$ cat src/rtl/ps2_kbd_rx_pkg.sv
// Shared types and constants for the PS/2 keyboard receiver.
package kbd_pkg;
  typedef enum logic [1:0] {
    IDLE   = 2'd0,
    DATA   = 2'd1,
    PARITY = 2'd2,
    STOP   = 2'd3
  } rx_state_t;

  localparam int FRAME_DATA_BITS     = 8;
  localparam int TIMEOUT_CYCLES_DEF  = 2000;
  localparam int KBSR_READY_BIT      = 15;
endpackage

$ cat src/rtl/ps2_kbd_rx_if.sv
// CPU-side keyboard register bus: KBDR read strobe in, KBSR/KBDR/status out.
interface ps2_kbd_rx_if;
  import kbd_pkg::*;
  logic                       kbdr_rd;
  logic                       kbsr_ready;
  logic [FRAME_DATA_BITS-1:0] kbdr_data;
  logic                       parity_err;
  logic                       frame_err;
  logic                       overrun;

  modport master (output kbdr_rd,
                  input  kbsr_ready, kbdr_data, parity_err, frame_err, overrun);
  modport slave  (input  kbdr_rd,
                  output kbsr_ready, kbdr_data, parity_err, frame_err, overrun);
endinterface

$ cat src/rtl/ps2_kbd_rx_sync.sv
// Synchronizes the PS/2 clock and data lines and flags PS/2 clock falling edges.
module ps2_sync #(
  parameter int STAGES = 2
) (
  input  logic clk,
  input  logic rst,
  input  logic kbd_clk,
  input  logic ps2_data,
  output logic data_s,
  output logic fall
);
  logic [STAGES-1:0] clk_ff;
  logic [STAGES-1:0] dat_ff;
  logic              clk_prev;

  // Synchronizer chains; reset to the idle-high line level so no false edge follows reset.
  always_ff @(posedge clk) begin
    if (rst) begin
      clk_ff   <= '1;
      dat_ff   <= '1;
      clk_prev <= 1'b1;
    end else begin
      clk_ff   <= {clk_ff[STAGES-2:0], kbd_clk};
      dat_ff   <= {dat_ff[STAGES-2:0], ps2_data};
      clk_prev <= clk_ff[STAGES-1];
    end
  end

  assign fall   = clk_prev & ~clk_ff[STAGES-1];
  assign data_s = dat_ff[STAGES-1];
endmodule

$ cat src/rtl/ps2_kbd_rx.sv
// PS/2 keyboard frame receiver feeding LC-3 KBSR/KBDR registers.
module ps2_kbd_rx
  import kbd_pkg::*;
#(
  parameter int SYNC_STAGES    = 2,
  parameter int TIMEOUT_CYCLES = TIMEOUT_CYCLES_DEF
) (
  input  logic            clk,
  input  logic            rst,
  input  logic            kbd_clk,
  input  logic            ps2_data,
  ps2_kbd_rx_if.slave     bus
);
  localparam int TW = $clog2(TIMEOUT_CYCLES + 1);

  rx_state_t                  state, state_n;
  logic                       data_s, fall;
  logic [2:0]                 bit_cnt;
  logic [FRAME_DATA_BITS-1:0] shreg;
  logic                       par_bit;
  logic [TW-1:0]              to_cnt;
  logic                       timeout, stop_edge, par_ok;

  logic                       ready_q, pe_q, fe_q, ov_q;
  logic [FRAME_DATA_BITS-1:0] data_q;

  ps2_sync #(.STAGES(SYNC_STAGES)) u_sync (
    .clk      (clk),
    .rst      (rst),
    .kbd_clk  (kbd_clk),
    .ps2_data (ps2_data),
    .data_s   (data_s),
    .fall     (fall)
  );

  // Odd parity over the eight data bits plus the parity bit.
  assign par_ok = ^{shreg, par_bit};

  // FSM state register.
  always_ff @(posedge clk) begin
    if (rst) state <= IDLE;
    else     state <= state_n;
  end

  // Next state; a stalled frame aborts back to IDLE regardless of position.
  always_comb begin
    state_n   = state;
    timeout   = 1'b0;
    stop_edge = 1'b0;
    case (state)
      IDLE:   if (fall && !data_s) state_n = DATA;
      DATA:   if (fall && bit_cnt == 3'(FRAME_DATA_BITS - 1)) state_n = PARITY;
      PARITY: if (fall) state_n = STOP;
      STOP:   if (fall) begin
                state_n   = IDLE;
                stop_edge = 1'b1;
              end
      default: state_n = IDLE;
    endcase
    if (state != IDLE && !fall && to_cnt == TW'(TIMEOUT_CYCLES - 1)) begin
      state_n = IDLE;
      timeout = 1'b1;
    end
  end

  // Shift register, bit counter and inter-bit timeout counter.
  always_ff @(posedge clk) begin
    if (rst) begin
      bit_cnt <= '0;
      shreg   <= '0;
      par_bit <= 1'b0;
      to_cnt  <= '0;
    end else begin
      to_cnt <= (state == IDLE || fall || timeout) ? '0 : to_cnt + TW'(1);
      if (fall) begin
        case (state)
          IDLE:   bit_cnt <= '0;
          DATA: begin
            shreg[bit_cnt] <= data_s;
            bit_cnt        <= bit_cnt + 3'd1;
          end
          PARITY: par_bit <= data_s;
          default: ;
        endcase
      end
    end
  end

  // Output registers: a read clears first, then same-cycle frame events take precedence.
  always_ff @(posedge clk) begin
    if (rst) begin
      ready_q <= 1'b0;
      data_q  <= '0;
      pe_q    <= 1'b0;
      fe_q    <= 1'b0;
      ov_q    <= 1'b0;
    end else begin
      if (bus.kbdr_rd) begin
        ready_q <= 1'b0;
        pe_q    <= 1'b0;
        fe_q    <= 1'b0;
        ov_q    <= 1'b0;
      end
      if (timeout) fe_q <= 1'b1;
      if (stop_edge) begin
        if (!data_s)                     fe_q <= 1'b1;
        else if (!par_ok)                pe_q <= 1'b1;
        else if (ready_q && !bus.kbdr_rd) ov_q <= 1'b1;
        else begin
          data_q  <= shreg;
          ready_q <= 1'b1;
        end
      end
    end
  end

  assign bus.kbsr_ready = ready_q;
  assign bus.kbdr_data  = data_q;
  assign bus.parity_err = pe_q;
  assign bus.frame_err  = fe_q;
  assign bus.overrun    = ov_q;
endmodule

$ cat src/flat_wrapper.sv
// flat-port wrapper written by rule: the top's interface ports become plain ports
module ps2_kbd_rx_flat import kbd_pkg::*;
#(
  parameter int SYNC_STAGES    = 2,
  parameter int TIMEOUT_CYCLES = TIMEOUT_CYCLES_DEF
)
  (clk, rst, kbd_clk, ps2_data, bus_kbdr_rd, bus_kbsr_ready, bus_kbdr_data, bus_parity_err, bus_frame_err, bus_overrun);
  ps2_kbd_rx_if bus_i ();
  input  logic clk;
  input  logic rst;
  input  logic kbd_clk;
  input  logic ps2_data;
  input wire logic [$bits(bus_i.kbdr_rd)-1:0] bus_kbdr_rd;
  output wire logic [$bits(bus_i.kbsr_ready)-1:0] bus_kbsr_ready;
  output wire logic [$bits(bus_i.kbdr_data)-1:0] bus_kbdr_data;
  output wire logic [$bits(bus_i.parity_err)-1:0] bus_parity_err;
  output wire logic [$bits(bus_i.frame_err)-1:0] bus_frame_err;
  output wire logic [$bits(bus_i.overrun)-1:0] bus_overrun;
  assign bus_i.kbdr_rd = bus_kbdr_rd;
  assign bus_kbsr_ready = bus_i.kbsr_ready;
  assign bus_kbdr_data = bus_i.kbdr_data;
  assign bus_parity_err = bus_i.parity_err;
  assign bus_frame_err = bus_i.frame_err;
  assign bus_overrun = bus_i.overrun;
  ps2_kbd_rx #(.SYNC_STAGES(SYNC_STAGES), .TIMEOUT_CYCLES(TIMEOUT_CYCLES)) u_core (.clk(clk), .rst(rst), .kbd_clk(kbd_clk), .ps2_data(ps2_data), .bus(bus_i));
endmodule
$ cat config.mk
export PLATFORM = sky130hd
export DESIGN_NAME = ps2_kbd_rx_flat
export DESIGN_NICKNAME = d
export VERILOG_FILES = /design/src/rtl/ps2_kbd_rx_pkg.sv /design/src/rtl/ps2_kbd_rx_if.sv /design/src/rtl/ps2_kbd_rx_sync.sv /design/src/rtl/ps2_kbd_rx.sv /design/src/flat_wrapper.sv
export SDC_FILE = /design/constraint.sdc
export NUM_CORES = 1
export LEC_CHECK = 0
export BUFFER_PORTS_ARGS = -buffer_cell sky130_fd_sc_hd__buf_2
export CELL_PAD_IN_SITES_DETAIL_PLACEMENT = 0
export CELL_PAD_IN_SITES_GLOBAL_PLACEMENT = 1
export CORE_ASPECT_RATIO = 0.8
export CORE_MARGIN = 4
export CORE_UTILIZATION = 41
export CTS_CLUSTER_SIZE = 20
export DETAILED_ROUTE_END_ITERATION = 8
export PLACE_DENSITY = 0.76
export SYNTH_ARGS = -nofsm -noshare
export SYNTH_HDL_FRONTEND = slang
export SYNTH_SLANG_ARGS = --single-unit
$ cat constraint.sdc
create_clock -name clk -period 1.8 [get_ports clk]
set_input_delay 0.09 -clock clk [delete_from_list [all_inputs] [get_ports clk]]
set_output_delay 0.09 -clock clk [all_outputs]
set_load 0.05 [all_outputs]
### After elaboration in Yosys (flattened, before gate mapping)

Index checks and enable logic that the tools add are counted.

| storage, ports and cells | value |
|---|---|
| output and inout port bits | 12 |
| input port bits | 5 |
| word-level logic and storage cells | 81 |
| register bits after elaboration | 42 |

| cells by class | value |
|---|---|
| muxes and demuxes | 30 |
| $add $sub $neg | 2 |
| $lt $le $gt $ge | 2 |
| bitwise logic cells | 3 |
| eq/ne operators | 9 |
| reductions and logical operators | 22 |

Operators by type and width:

| kind | count |
|---|---|
| 1-bit 2-to-1 mux | 22 |
| 11-bit by 1-bit adder with 11-bit output, second input constant | 1 |
| 11-bit == test, second input constant | 1 |
| 9-bit XOR reduction | 1 |
| 8-bit bitwise mux | 1 |
| 2-bit 2-to-1 mux | 4 |
| 2-bit by 1-bit != test with 1-bit output, second input constant | 4 |
| 2-bit one-hot mux with 4 select lines | 1 |
| 4-bit AND reduction | 2 |
| 1-bit logical AND | 6 |
| 3-bit one-hot mux with 2 select lines | 1 |
| 2-bit AND reduction | 3 |
| 2-bit == test, second input constant | 2 |
| 3-bit by 4-bit less-than comparator with 1-bit output, second input constant | 1 |
| 2-bit nonzero test | 2 |
| 2-bit OR reduction | 2 |
| 3-bit by 1-bit adder with 3-bit output, second input constant | 1 |
| 1-bit demux with 3-bit select | 1 |
| 3-bit == test, second input constant | 1 |
| 3-bit by 1-bit >= comparator with 1-bit output, second input constant | 1 |
| 1-bit logical NOT | 3 |
| 2-bit by 1-bit == test with 1-bit output, second input constant | 1 |
| 2-bit logical NOT | 1 |
| 1-bit logical OR | 2 |
| 2 further kinds | 3 |

### Logic depth before layout (Yosys ltp)

| depth | value |
|---|---|
| depth after elaboration | 9 |
| depth in mapped cells | 6 |
| gate-level depth less buffers | 6 |

### Modules after synthesis

A second synthesis with hierarchy kept.

| second synthesis, totals | value |
|---|---|
| cell total of the unflattened synthesis | 203 |
| area total of the unflattened synthesis | 1,865.5 um^2 |

By module, submodules not included:

| module | cells an instance | seq. area each (um^2) | area each (um^2) | times used |
|---|---|---|---|---|
| ps2_kbd_rx | 192 | 740.7 | 1,727.9 | 1 |
| ps2_sync | 11 | 100.1 | 137.6 | 1 |

### Least setup slack after synthesis

OpenSTA, ideal clock, no wires.

| timing path | value |
|---|---|
| kind | flip-flop to flip-flop |
| start | register u_core.state[0] |
| end | register u_core.state[1] |
| data required time | 1,684 ps |
| period minus slack after synthesis | 1,730 ps |
| buffers on the path | 0 |
| library setup time | 116 ps |
| stages on the path, launching flop included | 7 |
| slack | 70 ps |
| arrival | 1,614 ps |
| cells stage by stage | dfxtp_1 > inv_1 > ha_1 > or2_2 > a222oi_1 > mux2i_1 > nor2b_1 |

| on the way | value |
|---|---|
| longest elaborated chain between the ends | 4 |
| elaborated cells on any way between the ends | 14 |
| classes of those cells | eq/ne: 7; mux: 1; reduce/logical: 6 |

Ends and longest elaborated chain:

| element | RTL line | text |
|---|---|---|
| from (decl) | ps2_kbd_rx.sv:16 | `rx_state_t state, state_n;` |
| from (signal assigned) | ps2_kbd_rx.sv:42 | `else state <= state_n;` |
| branches (longest 4 deep; another with 4-bit AND reduction) | -- |  |

Parallel ways; which one is timed is not known.
A chain may end at the register's enable or synchronous reset.

### Final worst setup path

Same ends and word-level chain as after synthesis.

==> results.md <==
- The arrival time reported for the critical path endpoint is between 1.5 and 2 ns.
- The clock transition at the registers of the reported paths is ~0.08 ns.
- Walking the worst path, the cells encountered are inv_2 -> ha_2 -> or2_2 -> a222oi_1 -> buf_4 -> mux2i_1 -> nor2b_1.
- A synthesized cell averages roughly 9.5 um2.
- The detailed-router iteration count before antenna repair is 4.
- The worst setup path is captured at a flop.
- On the final layout, the worst clock skew is 0.00723 ns.
- The critical path in this run is classified as reg -> reg.
- The pin count of the biggest net entering global routing is 39.
- The min-delay analysis places its worst path in the category in -> reg.
- The DRC violation count after routing is 0.
- Derived from the worst setup path, the maximum achievable clock frequency is a little under 600 MHz.
- The critical path data required time is slightly below 2 ns.
- The post-synth design cell area is 0.00193 mm2.
- The cell type group with the largest total delay on the critical path is flip-flops.
- The synthesis-stage register bit count is 42.
- The number of antenna violations at the first check in global routing was 0.
- Setup violations remaining at the end of the flow were counted as 0.
- The clock buffer count from CTS is 5.
- The yosys synthesis warning count is 0.
- Dividing the detail-routed via count by the number of cells gives ~4.8.
- The clock net in this run drives a total of between 40 and 50 sinks.
- The root buffer cell is sky130_fd_sc_hd__clkbuf_8.
- The number of antenna cells inserted is 0.
- The iteration-0 DRC count of the detailed router is 67.
- The die is between 60 and 70 um tall.
- The largest stage delay on the critical path is approximately 0.36 ns.
- The final worst hold slack is approximately 0.15 ns.
- The clock latency reported for the late side of the worst-skew pair is between 0.2 and 0.3 ns.
- At the end of routability-driven placement, the weighted congestion stood at roughly 0.75.
- The number of vias after detailed routing is about 1.4k.
- The number of instances in the synthesized netlist is approximately 200.
- The H-tree generated during clock tree synthesis spans 2 levels.
- Buffers placed on the I/O ports in this run total 16.
- 17 I/O pins were placed.
- The share of async-settable or async-resettable flops after synthesis is 0%.
- For the pin with the worst max-slew slack, the measured transition is around 0.46 ns.
- Setup repair after global routing left no endpoint under its margin.
- The post-route setup TNS is 0 ns.
- The number of global-route vias before repair came to about 1.3k.
- The HPWL after detailed placement is about 2500 um.
- Across the run, the number of max-cap violations was 0.
- In this run, synthesis inferred 0 flip-flops with an integrated enable.
- In this run the static leakage power is a little under 0.9 nW.
- The count of placed standard cells including taps is approximately 290.
- The minimum setup slack among reg-to-reg paths is around 0.11 ns.
- The post-detailed-routing wire length is 3450 um.
- Sequential elements use between 40 and 50% of the synthesized area.
- The area enclosed by the die boundary is 0.00589 mm2.
- The final cell count without fillers is between 200 and 300.
- The flow ran to the end, and the final reports show no timing, DRC or antenna violations.
- The initial utilization of the core area, before any placement, comes to roughly 42%.
- For this design, the slowest cell found on the critical path is sky130_fd_sc_hd__dfxtp_2.
- The share of final-layout standard cells stronger than drive strength 1 is about a fifth.
- In the global route stage, overall resource usage came out at 12.4%.
- The number of buffers and inverters on the critical path is 2.
- The number of max-slew violations in the final report is 0.
- The final count of hold timing violations is 0.
- The most used flip-flop cell after synthesis is sky130_fd_sc_hd__dfxtp_1.
- At the end of the flow, the number of nets in the layout was 247.
- Dividing the detail-routed wire length by the instance count gives 11.8 um.
- The die width is between 80 and 90 um.
- The final critical-path share of the clock period is 94.0%.
- The first-pass GRT wire length is slightly below 6000 um.
- The total grt overflow is 0.
- Once detail routing completed, the nets flagged for antenna violations numbered 0.
- TritonCTS built the clock tree.
- The worst pin sits at a relative slew slack of 69.5%.
- For the finished layout, the period the worst path requires is about 1.7 ns.
- The floorplan has 22 rows.
- The maximum ir drop on the vdd rail is ~0.36 mV.
- Power spread over the standard cell area amounts to ~770 mW/mm2.
- Of all nets on the critical path, the largest fanout is 4.
- The worst setup path is launched from a flop.
- The maximum buffer depth of the clock tree is 2.
- The count of cell types in the netlist is 36.
- The number of nets handed over by synthesis was between 200 and 250.
- Relative to the synthesized area, the layout overhead comes to 18.2%.
- The floorplan step defined a core boundary enclosing ~0.0046 mm2.
==> through the flow <==
| stage | power (W) | util [%] | setup WS (ns) | area, um2 |
|---|---|---|---|---|
| floorplan | 0.00111 | - | 0.0703 | 1930 |
| global placement | 0.00120 | 47.7 | 0.0835 | 2180 |
| detailed placement | 0.00120 | 47.7 | 0.0519 | 2180 |
| CTS | 0.00179 | 50.0 | 0.0383 | 2280 |
| global route | 0.00186 | 50.1 | 0.0149 | 2290 |
| finish | 0.00177 | 50.1 | 0.108 | 2290 |
==> cells in the final DEF, fill, tap and decap left out, types with 3 or more instances in the layout <==
| master | count |
|---|---|
| sky130_fd_sc_hd__dfxtp_1 | 41 |
| sky130_fd_sc_hd__inv_1 | 4 |
| sky130_fd_sc_hd__ha_1 | 7 |
| sky130_fd_sc_hd__nor2_1 | 32 |
| sky130_fd_sc_hd__a21oi_1 | 4 |
| sky130_fd_sc_hd__buf_2 | 16 |
| sky130_fd_sc_hd__buf_4 | 11 |
| sky130_fd_sc_hd__nand2b_1 | 17 |
| sky130_fd_sc_hd__clkbuf_8 | 6 |
| sky130_fd_sc_hd__nand3b_1 | 4 |
| sky130_fd_sc_hd__mux2i_1 | 16 |
| sky130_fd_sc_hd__or2_2 | 6 |
| sky130_fd_sc_hd__nor3_1 | 3 |
| sky130_fd_sc_hd__nand3_1 | 7 |
| sky130_fd_sc_hd__xnor2_1 | 11 |
| sky130_fd_sc_hd__nand2_1 | 12 |
==> where the power goes <==
group / internal, W / total, W / switching (W)
clock: 0.000296 / 0.000588 / 0.000292
sequential: 0.000950 / 0.000969 / 0.0000186
combinational: 0.000109 / 0.000212 / 0.000103
total: 0.00135 / 0.00177 / 0.000414
==> worst paths after layout <==
| kind | from | endpoint | cells after the start |
|---|---|---|---|
| hold reg to reg | u_core.u_sync.clk_ff[0] | u_core.u_sync.clk_ff[1] | 1 |
| setup / recovery | u_core.state[0] | u_core.state[1] | 7 |
| hold / removal | bus_kbdr_rd | u_core.bus.overrun | 4 |
| setup reg to reg | u_core.state[0] | u_core.state[1] | 7 |
==> worst min-delay path, stage by stage <==
cell and delay [ns]:
sky130_fd_sc_hd__buf_2 0.11, sky130_fd_sc_hd__nor2_1 0.07, sky130_fd_sc_hd__nand2_1 0.07, sky130_fd_sc_hd__o31ai_1 0.06
==> repair_timing <==
action,in CTS,in global routing
gates resized for setup,0,3
setup buffers,0,0
hold buffers,2,0
setup endpoints to repair,0,1
endpoints found under the hold margin,2,0
==> flip-flops by register name (all words and copies together) (netlist names) <==
register	cells
u_core.bit_cnt	3
u_core.bus.frame_err	1
u_core.bus.kbdr_data	8
u_core.bus.kbsr_ready	1
u_core.bus.overrun	1
u_core.bus.parity_err	1
u_core.par_bit	1
u_core.shreg	8
u_core.state	2
u_core.to_cnt	11
u_core.u_sync.clk_ff	2
u_core.u_sync.clk_prev	1
u_core.u_sync.dat_ff	2
==> cell type report <==
type                            count  area [um2]
Timing Repair Buffer               31         223
Tap cell                           60        75.1
Multi-Input combinational cell    149        1050
Clock buffer                        6        82.6
Fill cell                         457        2280
Inverter                            5        18.8
Sequential cell                    42         842
==> cell usage after synthesis, types with 2 or more instances <==
cell type                  count  share of area, %
sky130_fd_sc_hd__inv_1         5              0.97
sky130_fd_sc_hd__xor2_1        2              0.91
sky130_fd_sc_hd__ha_1          8               5.2
sky130_fd_sc_hd__o31ai_1       2              0.78
sky130_fd_sc_hd__xnor2_1      11               5.0
sky130_fd_sc_hd__dfxtp_1      42                43
sky130_fd_sc_hd__a222oi_1      2               1.0
sky130_fd_sc_hd__nand4b_1      2              0.91
sky130_fd_sc_hd__nor4_1        2              0.65
sky130_fd_sc_hd__nor3_1        3              0.78
sky130_fd_sc_hd__clkbuf_1      7               1.4
sky130_fd_sc_hd__nor2b_1       2              0.65
sky130_fd_sc_hd__nand3b_1      4               1.6
sky130_fd_sc_hd__a32oi_1       2              0.91
sky130_fd_sc_hd__nor2_1       32               6.2
sky130_fd_sc_hd__nand2b_1     17               5.5
sky130_fd_sc_hd__or2_2         6               1.9
sky130_fd_sc_hd__a21oi_1       4               1.0
sky130_fd_sc_hd__nand2_1      12               2.3
sky130_fd_sc_hd__nand3_1       7               1.8
sky130_fd_sc_hd__nor3b_1       2              0.78
sky130_fd_sc_hd__mux2i_1      16               8.3
==> cell families (layout without fill, tap and decap cells) <==
family          Yosys count  after routing  share of synthesized area (%)
compound gates           14             14                           5.24
fa+ha+maj                 8              8                           5.17
buf+inv                  13             42                           2.59
xor+xnor                 15             15                           8.28
flops                    42             42                           43.5
mux                      17             17                           9.44
simple gates             95             95                           25.8
==> routing by layer <==
layer	part of all wire, %	track usage (%)	vias to the layer above
met5	0	0	-
met4	1.4	5.27	0
met3	4.4	3.68	6
met2	40	16.3	23
met1	55	18.4	630
li1	-	-	750
(Power assumes the default switching activity.)
